`config.mk`:
```
export PLATFORM = sky130hd
export DESIGN_NAME = prog_delay_line
export DESIGN_NICKNAME = d
export VERILOG_FILES = /design/src/rtl/delay_pkg.sv /design/src/rtl/delay_ring_ram.sv /design/src/rtl/prog_delay_line.sv
export SDC_FILE = /design/constraint.sdc
export NUM_CORES = 1
export LEC_CHECK = 0
export CORE_MARGIN = 8
export CORE_UTILIZATION = 55
export DETAILED_ROUTE_END_ITERATION = 10
export DONT_BUFFER_PORTS = 1
export PLACE_DENSITY = 0.73
export REMOVE_ABC_BUFFERS = 1
export SLEW_MARGIN = 15
export SYNTH_ARGS = -nofsm -noshare
export SYNTH_HDL_FRONTEND = slang
export SYNTH_SLANG_ARGS = --single-unit
```
`constraint.sdc`:
```
create_clock -name clk -period 7.6 [get_ports clk]
set_clock_uncertainty 0.1 [all_clocks]
set_input_delay 2.28 -clock clk [delete_from_list [all_inputs] [get_ports clk]]
set_output_delay 2.28 -clock clk [all_outputs]
set_load 0.02 [all_outputs]
```
`src/rtl/delay_pkg.sv`:
```
// Shared constants and helpers for the programmable delay line and the
// top-level channel-select mux that feeds it preset delay values.
package delay_pkg;

    localparam int DL_WIDTH      = 8;
    localparam int DL_MAX_DEPTH  = 90;
    localparam int DL_INIT_DELAY = 30;

    // Channel-select codes of the top-level output mux.
    typedef enum logic [1:0] {
        CH_D30 = 2'b00,
        CH_D45 = 2'b01,
        CH_D60 = 2'b10,
        CH_D90 = 2'b11
    } ch_sel_e;

    function automatic int preset_delay(input ch_sel_e sel);
        case (sel)
            CH_D30:  return 30;
            CH_D45:  return 45;
            CH_D60:  return 60;
            default: return 90;
        endcase
    endfunction

    // A delay of zero is meaningless; anything past the ring length saturates.
    function automatic int clamp_delay(input int req, input int max_depth);
        if (req <= 0) return 1;
        if (req > max_depth) return max_depth;
        return req;
    endfunction

endpackage

```
`src/rtl/delay_ring_ram.sv`:
```
// DEPTH x WIDTH sample ring: one synchronous write port, one asynchronous
// read port, no reset on the contents.
module delay_ring_ram #(
    parameter int WIDTH = 8,
    parameter int DEPTH = 90,
    parameter int AW    = $clog2(DEPTH)
) (
    input  logic             clk,
    input  logic             we,
    input  logic [AW-1:0]    waddr,
    input  logic [WIDTH-1:0] wdata,
    input  logic [AW-1:0]    raddr,
    output logic [WIDTH-1:0] rdata
);

    logic [WIDTH-1:0] mem [DEPTH];

    always_ff @(posedge clk) begin
        if (we) begin
            mem[waddr] <= wdata;
        end
    end

    assign rdata = mem[raddr];

endmodule

```
`src/rtl/prog_delay_line.sv`:
```
// Runtime-programmable delay line: delays din by delay_q enabled edges using a
// circular buffer, masking output to zero until the line has refilled.
module prog_delay_line
    import delay_pkg::*;
#(
    parameter int WIDTH      = DL_WIDTH,
    parameter int MAX_DEPTH  = DL_MAX_DEPTH,
    parameter int INIT_DELAY = DL_INIT_DELAY,
    parameter int DW         = $clog2(MAX_DEPTH + 1)
) (
    input  logic             clk,
    input  logic             rst_n,
    input  logic             en,
    input  logic [WIDTH-1:0] din,
    input  logic [DW-1:0]    delay_in,
    input  logic             load,
    output logic [WIDTH-1:0] dout,
    output logic             valid,
    output logic [DW-1:0]    delay_q
);

    localparam int AW = $clog2(MAX_DEPTH);

    logic [AW-1:0]    wptr;
    logic [AW-1:0]    wptr_next;
    logic [AW-1:0]    back;
    logic [AW-1:0]    raddr;
    logic [DW-1:0]    fill;
    logic [DW-1:0]    new_delay;
    logic [DW-1:0]    d_eff;
    logic [DW-1:0]    fill_base;
    logic [DW-1:0]    fill_inc;
    logic             ready;
    logic [WIDTH-1:0] rd_data;
    logic [WIDTH-1:0] sample;

    delay_ring_ram #(
        .WIDTH (WIDTH),
        .DEPTH (MAX_DEPTH),
        .AW    (AW)
    ) u_ram (
        .clk   (clk),
        .we    (en),
        .waddr (wptr),
        .wdata (din),
        .raddr (raddr),
        .rdata (rd_data)
    );

    assign new_delay = DW'(clamp_delay(int'(delay_in), MAX_DEPTH));
    assign wptr_next = (wptr == AW'(MAX_DEPTH - 1)) ? '0 : wptr + 1'b1;

    // The entry D-1 slots behind wptr holds the sample that leaves at this edge.
    assign back  = AW'(delay_q - 1'b1);
    assign raddr = (wptr >= back) ? wptr - back
                                  : wptr + (AW'(MAX_DEPTH) - back);

    // A load at this edge restarts the fill under the new delay; the sample
    // accepted on the same edge becomes the first one of the new line.
    always_comb begin
        d_eff     = load ? new_delay : delay_q;
        fill_base = load ? '0 : fill;
        fill_inc  = (fill_base == d_eff) ? fill_base : fill_base + 1'b1;
        ready     = (fill_inc == d_eff);
        sample    = (d_eff == DW'(1)) ? din : rd_data;
    end

    always_ff @(posedge clk or negedge rst_n) begin
        if (!rst_n) begin
            wptr    <= '0;
            fill    <= '0;
            delay_q <= DW'(INIT_DELAY);
            dout    <= '0;
            valid   <= 1'b0;
        end else begin
            if (load) begin
                delay_q <= new_delay;
            end
            if (en) begin
                wptr  <= wptr_next;
                fill  <= fill_inc;
                valid <= ready;
                dout  <= ready ? sample : '0;
            end else if (load) begin
                fill  <= '0;
                valid <= 1'b0;
                dout  <= '0;
            end
        end
    end

endmodule

```
==> results of run 1 <==
layout make-up:
cell class | instances | share of cell area, %
antenna | 2 | 0.0147
clock buffer | 91 | 5.85
clock inverter | 39 | 0.887
inverter | 23 | 0.254
multi-input combinational | 1090 | 23.8
sequential | 750 | 65.8
tap | 756 | 2.78
timing repair buffer | 21 | 0.574
worst paths after layout:
check | startpoint | to | slack [ns] | depth (start not counted)
max | wptr[0]$_DFFE_PN0P_ | dout[0]$_DFFE_PN0P_ | 0.88 | 13
min | fill[6]$_DFF_PN0_ | fill[6]$_DFF_PN0_ | 0.47 | 2
max reg2reg | wptr[0]$_DFFE_PN0P_ | dout[0]$_DFFE_PN0P_ | 0.88 | 13
min reg2reg | fill[6]$_DFF_PN0_ | fill[6]$_DFF_PN0_ | 0.47 | 2
max in group asynchronous | rst_n | delay_q[1]$_DFF_PN1_ | 5.96 | 0
min in group asynchronous | rst_n | dout[3]$_DFFE_PN0P_ | 1.25 | 0
cells in the mapped netlist (21+ instances only):
cell	instances
nand3_1	96
a21oi_1	63
o21ai_0	21
dfrtp_1	26
mux2i_1	78
nor3_1	23
nand4_1	31
edfxtp_1	720
nor2_1	137
ha_1	21
xnor2_1	25
inv_1	23
nand2_1	299
buf_2	29
clkbuf_1	46
mux4_2	99
placed cells by master, fill, tap and decap left out, types with 18 or more instances in the layout:
master     Yosys  layout
xnor2_1       25      24
mux4_2        99      99
nor3_1        23      20
o21ai_0       21      21
ha_1          21      20
nand3_1       96      96
mux2i_1       78      75
a21oi_1       63      63
dfrtp_1       26      26
clkbuf_16      0      77
nand2_1      299     299
edfxtp_1     720     720
nor2_1       137     137
nand4_1       31      31
inv_1         23      22
buf_4          0      18
metal layers:
| layer | vias up | share of wire (%) | global-route usage (%) |
|---|---|---|---|
| li1 | 7563 | - | - |
| met1 | 9067 | 38 | 31.7 |
| met2 | 999 | 48 | 38.2 |
| met3 | 188 | 9.5 | 5.36 |
| met4 | 4 | 4.1 | 10.4 |
| met5 | - | 0.038 | 0 |
sequential cells by signal, summed over array words and instances (netlist names):
register / count
delay_q: 7
dout: 8
fill: 7
u_ram.mem: 720
valid: 1
wptr: 7
per-stage QoR:
stage | hold WS (ns) | instances | setup TNS, ns | area, µm²
after floorplan | 0.425 | 1863 | -10.10 | 30500
after global placement | 0.438 | 2640 | 0 | 31700
after detailed placement | 0.455 | 2640 | 0 | 31700
after CTS | 0.472 | 2770 | 0 | 34000
after global routing | 0.493 | 2770 | 0 | 34000
final | 0.466 | 2772 | 0 | 34000
tightest hold or removal path, cell delays in order, from the launching register on:
cell,delay [ns]
dfrtp_1,0.38
xor2_1,0.08
nor2_1,0.07
cell families after synthesis:
kind of cell,after synthesis
muxes,192
xor gates and xnor gates,36
DFF,750
buffers and inverters,120
AOI/OAI and AO/OA,175
and+or+nand+nor,662
adders and majority gates,25
==> results.sh, run 1 <==
export IMPL_rows=87
export IMPL_slew_viol_final=0
export IMPL_fin_crit_ns=6.72
export IMPL_synthFlopType="edfxtp_1"
export IMPL_ys_top_cells_by_area="edfxtp_1 (70%), mux4_2 (7.2%), nand2_1 (3.6%)"
export IMPL_synth_top_area_share_pct=69.7
export IMPL_start_util_pct=55.3
export IMPL_synth_adder_area_share_pct=1.11
export IMPL_critPathTopFamily="simple AND/OR/NAND/NOR gates"
export IMPL_synth_compound_area_share_pct=3.78
export IMPL_core_region_area_mm2=0.0561
export IMPL_fmax_mhz=149
export IMPL_fin_crit_sh_pct=88.4
export IMPL_synth_warnings=0
export IMPL_drtIter0Drc=2444
export IMPL_syn_avg_cell_area_um2=15.8
export IMPL_status="complete, no violations"
export IMPL_io_buffer_count=0
export IMPL_synth_edf_count=720
export IMPL_ys_types=65
export IMPL_rsz0062_at_grt="no"
export IMPL_grt_pass1_vias=17500
export IMPL_grt_start_max_net_pins=92
export IMPL_required_ns=7.98
export IMPL_cts_resized=0
export IMPL_yosys_area_top_type="edfxtp_1"
export IMPL_crit_buf_inv=2
export IMPL_ios=35
export IMPL_worstPathMaxFanout=71
export IMPL_wire_per_inst_um=27.8
export IMPL_wl_um=77000
export IMPL_clock_sinks=750
export IMPL_gp_congestion=0.914
export IMPL_hpwl_um=46800
export IMPL_max_cap_viol_count=0
export IMPL_die_w_um=253
export IMPL_async_flop_share_pct=4.00
export IMPL_hp_class="reg2reg"
export IMPL_antenna_found_initial=4
export IMPL_dr_pass1_iters=7
export IMPL_final_nets=2004
export IMPL_slowest_stage="nor2_1"
export IMPL_crit_chain="inv_1, ha_4, nor2b_1, o21ai_1, a211o_1, mux2_4, buf_12, nor2_1, a32o_1, nor3_1, nor4_1, nor4bb_1, a211oi_1"
export IMPL_synth_top_family_by_area="multiplexers"
export IMPL_die_height_um=253
export IMPL_ys_seq_elements=750
export IMPL_clk_pin_slew_ns=0.06
export IMPL_worst_pin_slew_ns=1.18
export IMPL_grt_pass1_wl_um=114000
export IMPL_worst_setup_path_start_kind="flip-flop"
export IMPL_drc_errors=0
export IMPL_holdBufCountCts=0
export IMPL_synthXorXnorAreaFrac_pct=1.08
export IMPL_crit_type="reg2reg"
export IMPL_die_area_mm2=0.0642
export IMPL_worstPathArrival_ns=7.10
export IMPL_fin_ws_ns=0.881
export IMPL_cp_end_kind="flip-flop"
export IMPL_critPathMaxStageDelay_ns=0.90
export IMPL_grt_overflow_total=0
export IMPL_utilization_pct=60.6
export IMPL_muxShareOfSynthArea_pct=10.3
export IMPL_fill_cells=4081
export IMPL_area_delta_synth_final_pct=9.66
export IMPL_ys_seq_area_share_pct=72.2
export IMPL_postRouteAntennaNets=0
export IMPL_cts_setup_buffers=0
export IMPL_finalHoldViolCount=0
export IMPL_vias_per_cell=6.43
export IMPL_numCtsBuffers=74
export IMPL_syn_inst=1960
export IMPL_relSlewSlack_pct=19.7
export IMPL_clk_latency_ns=0.62
export IMPL_finalSetupViolations=0
export IMPL_cts_max_level=3
export IMPL_pre_cts_ws_ns=1.29
export IMPL_clock_root_buffer="clkbuf_16"
export IMPL_grtUsageTotal_pct=24.0
export IMPL_drive_above_1_share_pct=12.8
export IMPL_multi_input_area_mm2=0.00809
export IMPL_tritoncts="built"
export IMPL_num_vias=17800
export IMPL_synthSimpleGateAreaFrac_pct=9.63
export IMPL_cts_path_max_buffers=3
export IMPL_seq_area_mm2=0.0224
export IMPL_syn_cell_area_mm2=0.0310
Power of run 1 is left out: the tool's default activity adds up to more than one toggle a clock period on the data nets, which glitch-free logic cannot reach.
==> inputs of run 2 (changes only) <==
--- a/config.mk
+++ b/config.mk
@@ -15,3 +15,4 @@
 export SYNTH_ARGS = -nofsm -noshare
 export SYNTH_HDL_FRONTEND = slang
 export SYNTH_SLANG_ARGS = --single-unit
+export TNS_END_PERCENT = 100
==> results of run 2 <==
No change in the layout: final DEF, timing and power equal those of run 1.
Power of run 2 is left out for the same reason.
